<file path="src/rtl/audio_pkg.sv">
// audio_pkg: shared rate encodings and constants for the audio pacing path.
package audio_pkg;

    typedef enum logic [1:0] {
        RATE_32K  = 2'd0,
        RATE_44K1 = 2'd1,
        RATE_48K  = 2'd2,
        RATE_96K  = 2'd3
    } rate_sel_t;

    localparam int unsigned RATE_LUT [4] = '{32000, 44100, 48000, 96000};

    localparam int UNDERRUN_W = 16;

    // Sample rate in Hz for a given rate selection.
    function automatic int unsigned rate_hz(input rate_sel_t sel);
        return RATE_LUT[sel];
    endfunction

endpackage

</file>
<file path="src/rtl/audio_pacer_sync_fifo.sv">
// sync_fifo: single-clock frame FIFO; the head frame is read straight from
// the storage registers so a pushed frame is visible one cycle after its push.
module sync_fifo #(
    parameter int WIDTH = 48,
    parameter int DEPTH = 8
) (
    input  logic                     clk,
    input  logic                     reset,
    input  logic                     push,
    input  logic                     pop,
    input  logic [WIDTH-1:0]         wdata,
    output logic [WIDTH-1:0]         head,
    output logic                     full,
    output logic                     empty,
    output logic [$clog2(DEPTH):0]   count
);

    localparam int PTR_W = $clog2(DEPTH);
    localparam logic [PTR_W:0] DEPTH_C = (PTR_W + 1)'(DEPTH);

    logic [WIDTH-1:0] mem [DEPTH];
    logic [PTR_W-1:0] wr_ptr;
    logic [PTR_W-1:0] rd_ptr;
    logic             do_push;
    logic             do_pop;

    assign full    = (count == DEPTH_C);
    assign empty   = (count == '0);
    assign do_push = push && !full;
    assign do_pop  = pop && !empty;
    assign head    = mem[rd_ptr];

    // Pointer and occupancy bookkeeping; reset discards whatever is queued.
    always_ff @(posedge clk) begin
        if (reset) begin
            wr_ptr <= '0;
            rd_ptr <= '0;
            count  <= '0;
        end else begin
            if (do_push) wr_ptr <= wr_ptr + 1'b1;
            if (do_pop)  rd_ptr <= rd_ptr + 1'b1;
            case ({do_push, do_pop})
                2'b10:   count <= count + 1'b1;
                2'b01:   count <= count - 1'b1;
                default: count <= count;
            endcase
        end
    end

    // Frame storage; contents need no reset since the pointers define validity.
    always_ff @(posedge clk) begin
        if (do_push) mem[wr_ptr] <= wdata;
    end

endmodule

</file>
<file path="src/rtl/audio_pacer.sv">
// audio_pacer: releases buffered PCM frames at an exact long-term sample rate
// derived from the system clock by a fractional phase accumulator, and
// produces a matching ~50% duty audio clock for the HDMI core.
module audio_pacer
    import audio_pkg::*;
#(
    parameter int CLK_HZ     = 30_000_000,
    parameter int CHANNELS   = 2,
    parameter int BIT_WIDTH  = 24,
    parameter int FIFO_DEPTH = 8
) (
    input  logic                              clk,
    input  logic                              reset,
    input  logic [1:0]                        rate_sel,
    input  logic                              in_valid,
    output logic                              in_ready,
    input  logic [CHANNELS*BIT_WIDTH-1:0]     in_data,
    output logic                              sample_strobe,
    output logic [CHANNELS*BIT_WIDTH-1:0]     sample_word,
    output logic                              audio_clk,
    output logic [$clog2(FIFO_DEPTH):0]       fill_level,
    output logic [UNDERRUN_W-1:0]             underruns
);

    localparam int FRAME_W = CHANNELS * BIT_WIDTH;
    localparam int ACC_W   = $clog2(CLK_HZ) + 1;
    localparam int SUM_W   = ACC_W + 1;
    localparam logic [SUM_W-1:0] CLK_C  = SUM_W'(CLK_HZ);
    localparam logic [SUM_W-1:0] HALF_C = SUM_W'(CLK_HZ / 2);

    rate_sel_t          rate_q;
    logic [ACC_W-1:0]   acc;
    logic [SUM_W-1:0]   step;
    logic [SUM_W-1:0]   sum;
    logic [SUM_W-1:0]   acc_next;
    logic               wrap;
    logic               rate_change;
    logic               strobe_now;
    logic               fifo_push;
    logic               fifo_full;
    logic               fifo_empty;
    logic [FRAME_W-1:0] fifo_head;

    assign step        = SUM_W'(rate_hz(rate_q));
    assign sum         = {1'b0, acc} + step;
    assign wrap        = (sum >= CLK_C);
    assign acc_next    = wrap ? (sum - CLK_C) : sum;
    assign rate_change = (rate_sel != rate_q);
    assign strobe_now  = wrap && !rate_change;
    assign fifo_push   = in_valid && in_ready;
    assign in_ready    = !fifo_full;

    sync_fifo #(
        .WIDTH (FRAME_W),
        .DEPTH (FIFO_DEPTH)
    ) u_fifo (
        .clk   (clk),
        .reset (reset),
        .push  (fifo_push),
        .pop   (strobe_now),
        .wdata (in_data),
        .head  (fifo_head),
        .full  (fifo_full),
        .empty (fifo_empty),
        .count (fill_level)
    );

    // Phase accumulator, rate register, strobe and audio clock; a rate change restarts the phase.
    always_ff @(posedge clk) begin
        if (reset) begin
            rate_q        <= RATE_48K;
            acc           <= '0;
            sample_strobe <= 1'b0;
            audio_clk     <= 1'b0;
        end else if (rate_change) begin
            rate_q        <= rate_sel_t'(rate_sel);
            acc           <= '0;
            sample_strobe <= 1'b0;
            audio_clk     <= 1'b0;
        end else begin
            acc           <= acc_next[ACC_W-1:0];
            sample_strobe <= wrap;
            if (wrap) begin
                audio_clk <= 1'b1;
            end else if (acc_next >= HALF_C) begin
                audio_clk <= 1'b0;
            end
        end
    end

    // Output frame and underrun counter, both updated only on a strobe edge.
    always_ff @(posedge clk) begin
        if (reset) begin
            sample_word <= '0;
            underruns   <= '0;
        end else if (strobe_now) begin
            if (!fifo_empty) begin
                sample_word <= fifo_head;
            end else if (underruns != '1) begin
                underruns <= underruns + 1'b1;
            end
        end
    end

endmodule

</file>
<file path="config.mk">
export PLATFORM = sky130hd
export DESIGN_NAME = audio_pacer
export DESIGN_NICKNAME = d
export VERILOG_FILES = /design/src/rtl/audio_pkg.sv /design/src/rtl/audio_pacer_sync_fifo.sv /design/src/rtl/audio_pacer.sv
export SDC_FILE = /design/constraint.sdc
export NUM_CORES = 1
export LEC_CHECK = 0
export ABC_CLOCK_PERIOD_IN_PS = 8000
export BUFFER_PORTS_ARGS = -buffer_cell sky130_fd_sc_hd__buf_2
export CAP_MARGIN = 40
export CORE_MARGIN = 8
export CORE_UTILIZATION = 30
export CTS_CLUSTER_SIZE = 40
export DETAILED_ROUTE_END_ITERATION = 10
export SLEW_MARGIN = 20
export SYNTH_ARGS = -nofsm -noshare
export SYNTH_HDL_FRONTEND = slang
export SYNTH_HIERARCHICAL = 1
export SYNTH_SLANG_ARGS = --single-unit
</file>
<file path="constraint.sdc">
create_clock -name clk -period 8 [get_ports clk]
set_input_delay 0.8 -clock clk [delete_from_list [all_inputs] [get_ports clk]]
set_output_delay 0.8 -clock clk [all_outputs]
set_load 0.02 [all_outputs]
</file>
==> impl_results.rst <==
.. list-table::
   :header-rows: 1

   * - Metric
     - Value
   * - Multi-input gate area
     - 6620 µm²
   * - Post-CTS setup buffer count
     - 0
   * - Actual transition at the worst max-transition pin
     - 0.8275 ns
   * - CTS Hold Bufs
     - 0
   * - Wire length of the first global-routing pass
     - 73800 µm
   * - Peak supply drop
     - 132.3 µV
   * - Sequential area share after synthesis
     - 0.6603
   * - Netlist area before placement
     - 20650 µm²
   * - Cell breakdown of the critical path
     - inv_1 > ha_1 > ha_1 > ha_1 > and3_1 > a32o_1 > o21a_1 > o32a_1 > nor4_2 > a21o_1 > a311oi_4 > or2_1 > nand3_1 > inv_1 > o41a_1 > ha_1 > or3_1 > o32ai_1 > mux2_1
   * - Number of synthesized flops with an enable pin
     - 384
   * - Required time reported for the critical path endpoint
     - 8.47 ns
   * - Routed metal-1 wire length
     - 21250 µm
   * - Syn Inst Count
     - 1308
   * - Dominant cell type by area after synthesis
     - sky130_fd_sc_hd__edfxtp_1
   * - Number of antenna violations at the first check in global routing
     - 13
   * - Period Utilization, post-route
     - 0.7701
   * - Number of max-slew violations in the final report
     - 0
   * - Post-detailed-route DRC marker count
     - 0
   * - Area growth, synth to finish
     - 17.96%
   * - Die outline width
     - 278.3 µm
   * - Number of vias in the routed layout
     - 11750
   * - Ports placed on the boundary
     - 124
   * - Avg Synthesized Cell Area
     - 15.78 µm²
   * - Net count of the mapped netlist
     - 1384
   * - Max capacitance violation total
     - 0
   * - Wire length on met2
     - 23080 µm
   * - Critical path start-end classification
     - reg2reg
   * - Via count of the first global-routing pass
     - 11970
   * - Clock sinks
     - 489
   * - Clock network latency to the later pin of the worst-skew pair
     - 0.58 ns
   * - RD Place Congestion
     - 0.8814
   * - Effective utilization at floorplan
     - 0.3021
   * - Initial detailed-routing violation count
     - 834
   * - Sum of met3 wire segment lengths after detailed routing
     - 2887 µm
   * - Final net count
     - 1529
   * - Cell repeated most along the worst path
     - sky130_fd_sc_hd__ha_1
   * - Number of warnings printed during yosys synthesis
     - 6
   * - Hold Crit Class
     - in2reg
   * - Average routed wire per standard cell
     - 20.34 µm
   * - Core utilization of the finished layout
     - 0.3563
   * - H-Tree Depth
     - 2
   * - Number of iterations in the first detailed-routing pass
     - 5
   * - Critical Path Max Stage Delay
     - 0.79 ns
   * - Number of CTS-inserted buffers
     - 54
   * - Kind of launch point of the worst setup path
     - register
   * - Cell family contributing the most delay on the critical path
     - simple AND/OR/NAND/NOR gates
   * - Buffer type at the clock tree root
     - sky130_fd_sc_hd__clkbuf_16
   * - Proportion of netlist area held by the largest area contributor
     - 0.5585
   * - Pin count of the biggest net entering global routing
     - 50
   * - Static Leakage
     - 0.008276 µW
   * - Clock-pin slew reported for the worst setup and hold paths after clock tree synthesis
     - 0.06 ns
   * - Post-layout min period
     - 6.161 ns
   * - Uppermost routed layer
     - met5
   * - DP Wirelength
     - 29630 µm
   * - Standard cell core area
     - 68350 µm²
   * - Dpl cells
     - 2278
   * - Vias per cell
     - 4.932
   * - Power per cell area
     - 232.9 nW/µm²
   * - Chip Height
     - 278.3 µm
   * - Achievable frequency
     - 0.1623 GHz
   * - CTS-repair resized insts
     - 0
   * - Final std cell area, no fill
     - 24350 µm²
   * - Type of destination of the critical path
     - register
   * - Synth Flop Type
     - sky130_fd_sc_hd__edfxtp_1
   * - Count of final hold-check violations
     - 0
   * - Result of the run
     - finished clean
   * - Global-route total usage across every layer
     - 0.1222
   * - Total congestion overflow
     - 0
   * - Area of the die
     - 77470 µm²
   * - Cell types with the largest area share after synthesis
     - sky130_fd_sc_hd__edfxtp_1 56%, sky130_fd_sc_hd__dfxtp_1 10%, sky130_fd_sc_hd__mux4_2 8.0%
   * - Worst Path Buf+Inv
     - 2
   * - Number of setup violations in the final report
     - 0
   * - Largest driver fanout on the critical path
     - 22
   * - Post-synthesis sequential element count
     - 489
   * - Area used by sequential logic in the layout
     - 13640 µm²
   * - Worst slew margin relative to its limit
     - 0.4438
   * - Standard-cell rows
     - 96
   * - Standard cell with the maximum stage delay on the critical path
     - sky130_fd_sc_hd__nor4_2
   * - Post-synth ARST share
     - 0
   * - Number of I/O port buffers
     - 123
   * - Placed Area
     - 22480 µm²
   * - WL final
     - 48470 µm
   * - TritonCTS clock tree
     - done
   * - Setup repair after global routing missed its margin
     - false
   * - Detail Route Antenna Nets
     - 0
   * - Count of unique library cells instantiated by Yosys
     - 89
   * - Layout Cells excl Fill
     - 2383
   * - Fraction of final layout cells sized beyond drive strength 1
     - 0.2664
   * - Number of filler instances in the final layout
     - 6418
   * - Arrival time at the worst endpoint
     - 6.63 ns
   * - Maximum buffer depth of the clock tree
     - 3
   * - Final Skew
     - 0.02539 ns
   * - Final TNS setup
     - 0 ns
state kept, by name, summed over array words and instances (netlist names), named ones only:
register / flops
sample_word: 48
underruns: 16
u_fifo/rd_ptr: 3
acc: 24
sample_strobe: 1
audio_clk: 1
u_fifo/wr_ptr: 3
rate_q: 2
u_fifo/count: 4
u_fifo/mem: 384
Yosys cell counts, types with 6 or more instances:
| cell type | number |
|---|---|
| sky130_fd_sc_hd__nor2_1 | 71 |
| sky130_fd_sc_hd__nand4_1 | 7 |
| sky130_fd_sc_hd__xor2_1 | 17 |
| sky130_fd_sc_hd__dfxtp_1 | 105 |
| sky130_fd_sc_hd__nand2_1 | 135 |
| sky130_fd_sc_hd__nand2b_1 | 7 |
| sky130_fd_sc_hd__and3_1 | 12 |
| sky130_fd_sc_hd__or2_2 | 8 |
| sky130_fd_sc_hd__buf_2 | 24 |
| sky130_fd_sc_hd__nand3_1 | 24 |
| sky130_fd_sc_hd__a21o_1 | 8 |
| sky130_fd_sc_hd__nor3_1 | 15 |
| sky130_fd_sc_hd__clkbuf_1 | 28 |
| sky130_fd_sc_hd__o21a_1 | 8 |
| sky130_fd_sc_hd__o21ai_0 | 22 |
| sky130_fd_sc_hd__ha_1 | 23 |
| sky130_fd_sc_hd__inv_1 | 25 |
| sky130_fd_sc_hd__nor2b_1 | 7 |
| sky130_fd_sc_hd__or3_1 | 11 |
| sky130_fd_sc_hd__mux4_2 | 73 |
| sky130_fd_sc_hd__edfxtp_1 | 384 |
| sky130_fd_sc_hd__mux2_2 | 8 |
| sky130_fd_sc_hd__mux2i_1 | 6 |
| sky130_fd_sc_hd__mux4_1 | 23 |
| sky130_fd_sc_hd__xnor2_1 | 32 |
| sky130_fd_sc_hd__mux2_4 | 40 |
| sky130_fd_sc_hd__a21oi_1 | 80 |
metal layers:
metal	vias up	global-route usage
met5	-	0
met4	16	0.03195
met3	97	0.03074
met2	300	0.2023
met1	5968	0.1593
li1	5372	-
cell type report:
class	instances	share of cell area
Sequential cell	489	0.5602
Multi-Input combinational cell	733	0.2718
Clock buffer	66	0.05944
Tap cell	882	0.04531
Timing Repair Buffer	150	0.04244
Clock inverter	35	0.01659
Inverter	25	0.003853
Antenna cell	3	0.0003082
path summary, 6_finish.rpt:
path                                   to  cells after the start                         from  slack (ns)
max reg2reg  u_fifo/count[3]$_SDFFE_PP0P_                     19       rate_q[1]$_SDFFE_PP1P_        1.84
min reg2reg   sample_word[8]$_SDFFE_PP0P_                      2  sample_word[8]$_SDFFE_PP0P_        0.45
min                rate_q[1]$_SDFFE_PP1P_                      2                  rate_sel[1]        0.45
max          u_fifo/count[3]$_SDFFE_PP0P_                     19       rate_q[1]$_SDFFE_PP1P_        1.84
per-stage QoR:
step                      power [µW]  setup WS, ns  hold slack, ns
after CTS                       5753         1.886          0.3892
final                           5673         1.839          0.4481
after detailed placement        3166         1.930          0.4436
after floorplan                 3058         2.708          0.4622
after global placement          3151         2.142          0.4433
after global routing            5884         1.398          0.3996
cell usage in the layout (no fill, tap or decap), types with 12 or more instances in the layout:
master	instances
sky130_fd_sc_hd__edfxtp_1	384
sky130_fd_sc_hd__nand2_1	135
sky130_fd_sc_hd__buf_2	122
sky130_fd_sc_hd__dfxtp_1	102
sky130_fd_sc_hd__a21oi_1	80
sky130_fd_sc_hd__mux4_2	73
sky130_fd_sc_hd__nor2_1	64
sky130_fd_sc_hd__clkbuf_16	55
sky130_fd_sc_hd__mux2_4	40
sky130_fd_sc_hd__xnor2_1	32
sky130_fd_sc_hd__inv_1	25
sky130_fd_sc_hd__nand3_1	24
sky130_fd_sc_hd__ha_1	23
sky130_fd_sc_hd__mux4_1	23
sky130_fd_sc_hd__o21ai_0	22
sky130_fd_sc_hd__xor2_1	17
sky130_fd_sc_hd__buf_4	17
sky130_fd_sc_hd__nor3_1	13
sky130_fd_sc_hd__and3_1	12
cell families (layout without fill, tap and decap cells):
logic type | count (synthesis) | in the layout | synth area share
AOI/OAI and AO/OA | 176 | 176 | 0.05697
other | 0 | 3 | 0
adders and majority gates | 23 | 23 | 0.01394
and+or+nand+nor | 331 | 331 | 0.07769
xor gates and xnor gates | 52 | 52 | 0.02315
DFF | 489 | 489 | 0.6603
muxes | 151 | 151 | 0.1458
buffers and inverters | 86 | 276 | 0.02212
power by group:
| part | leakage [µW] | total, µW | switching [µW] | internal [µW] |
|---|---|---|---|---|
| sequential | 0.00434 | 2800 | 13.9 | 2780 |
| clock | 0.000894 | 2560 | 1010 | 1550 |
| combinational | 0.00304 | 315 | 191 | 124 |
| total | 0.00828 | 5670 | 1220 | 4460 |
No activity file was read; power rests on OpenSTA's default activity.
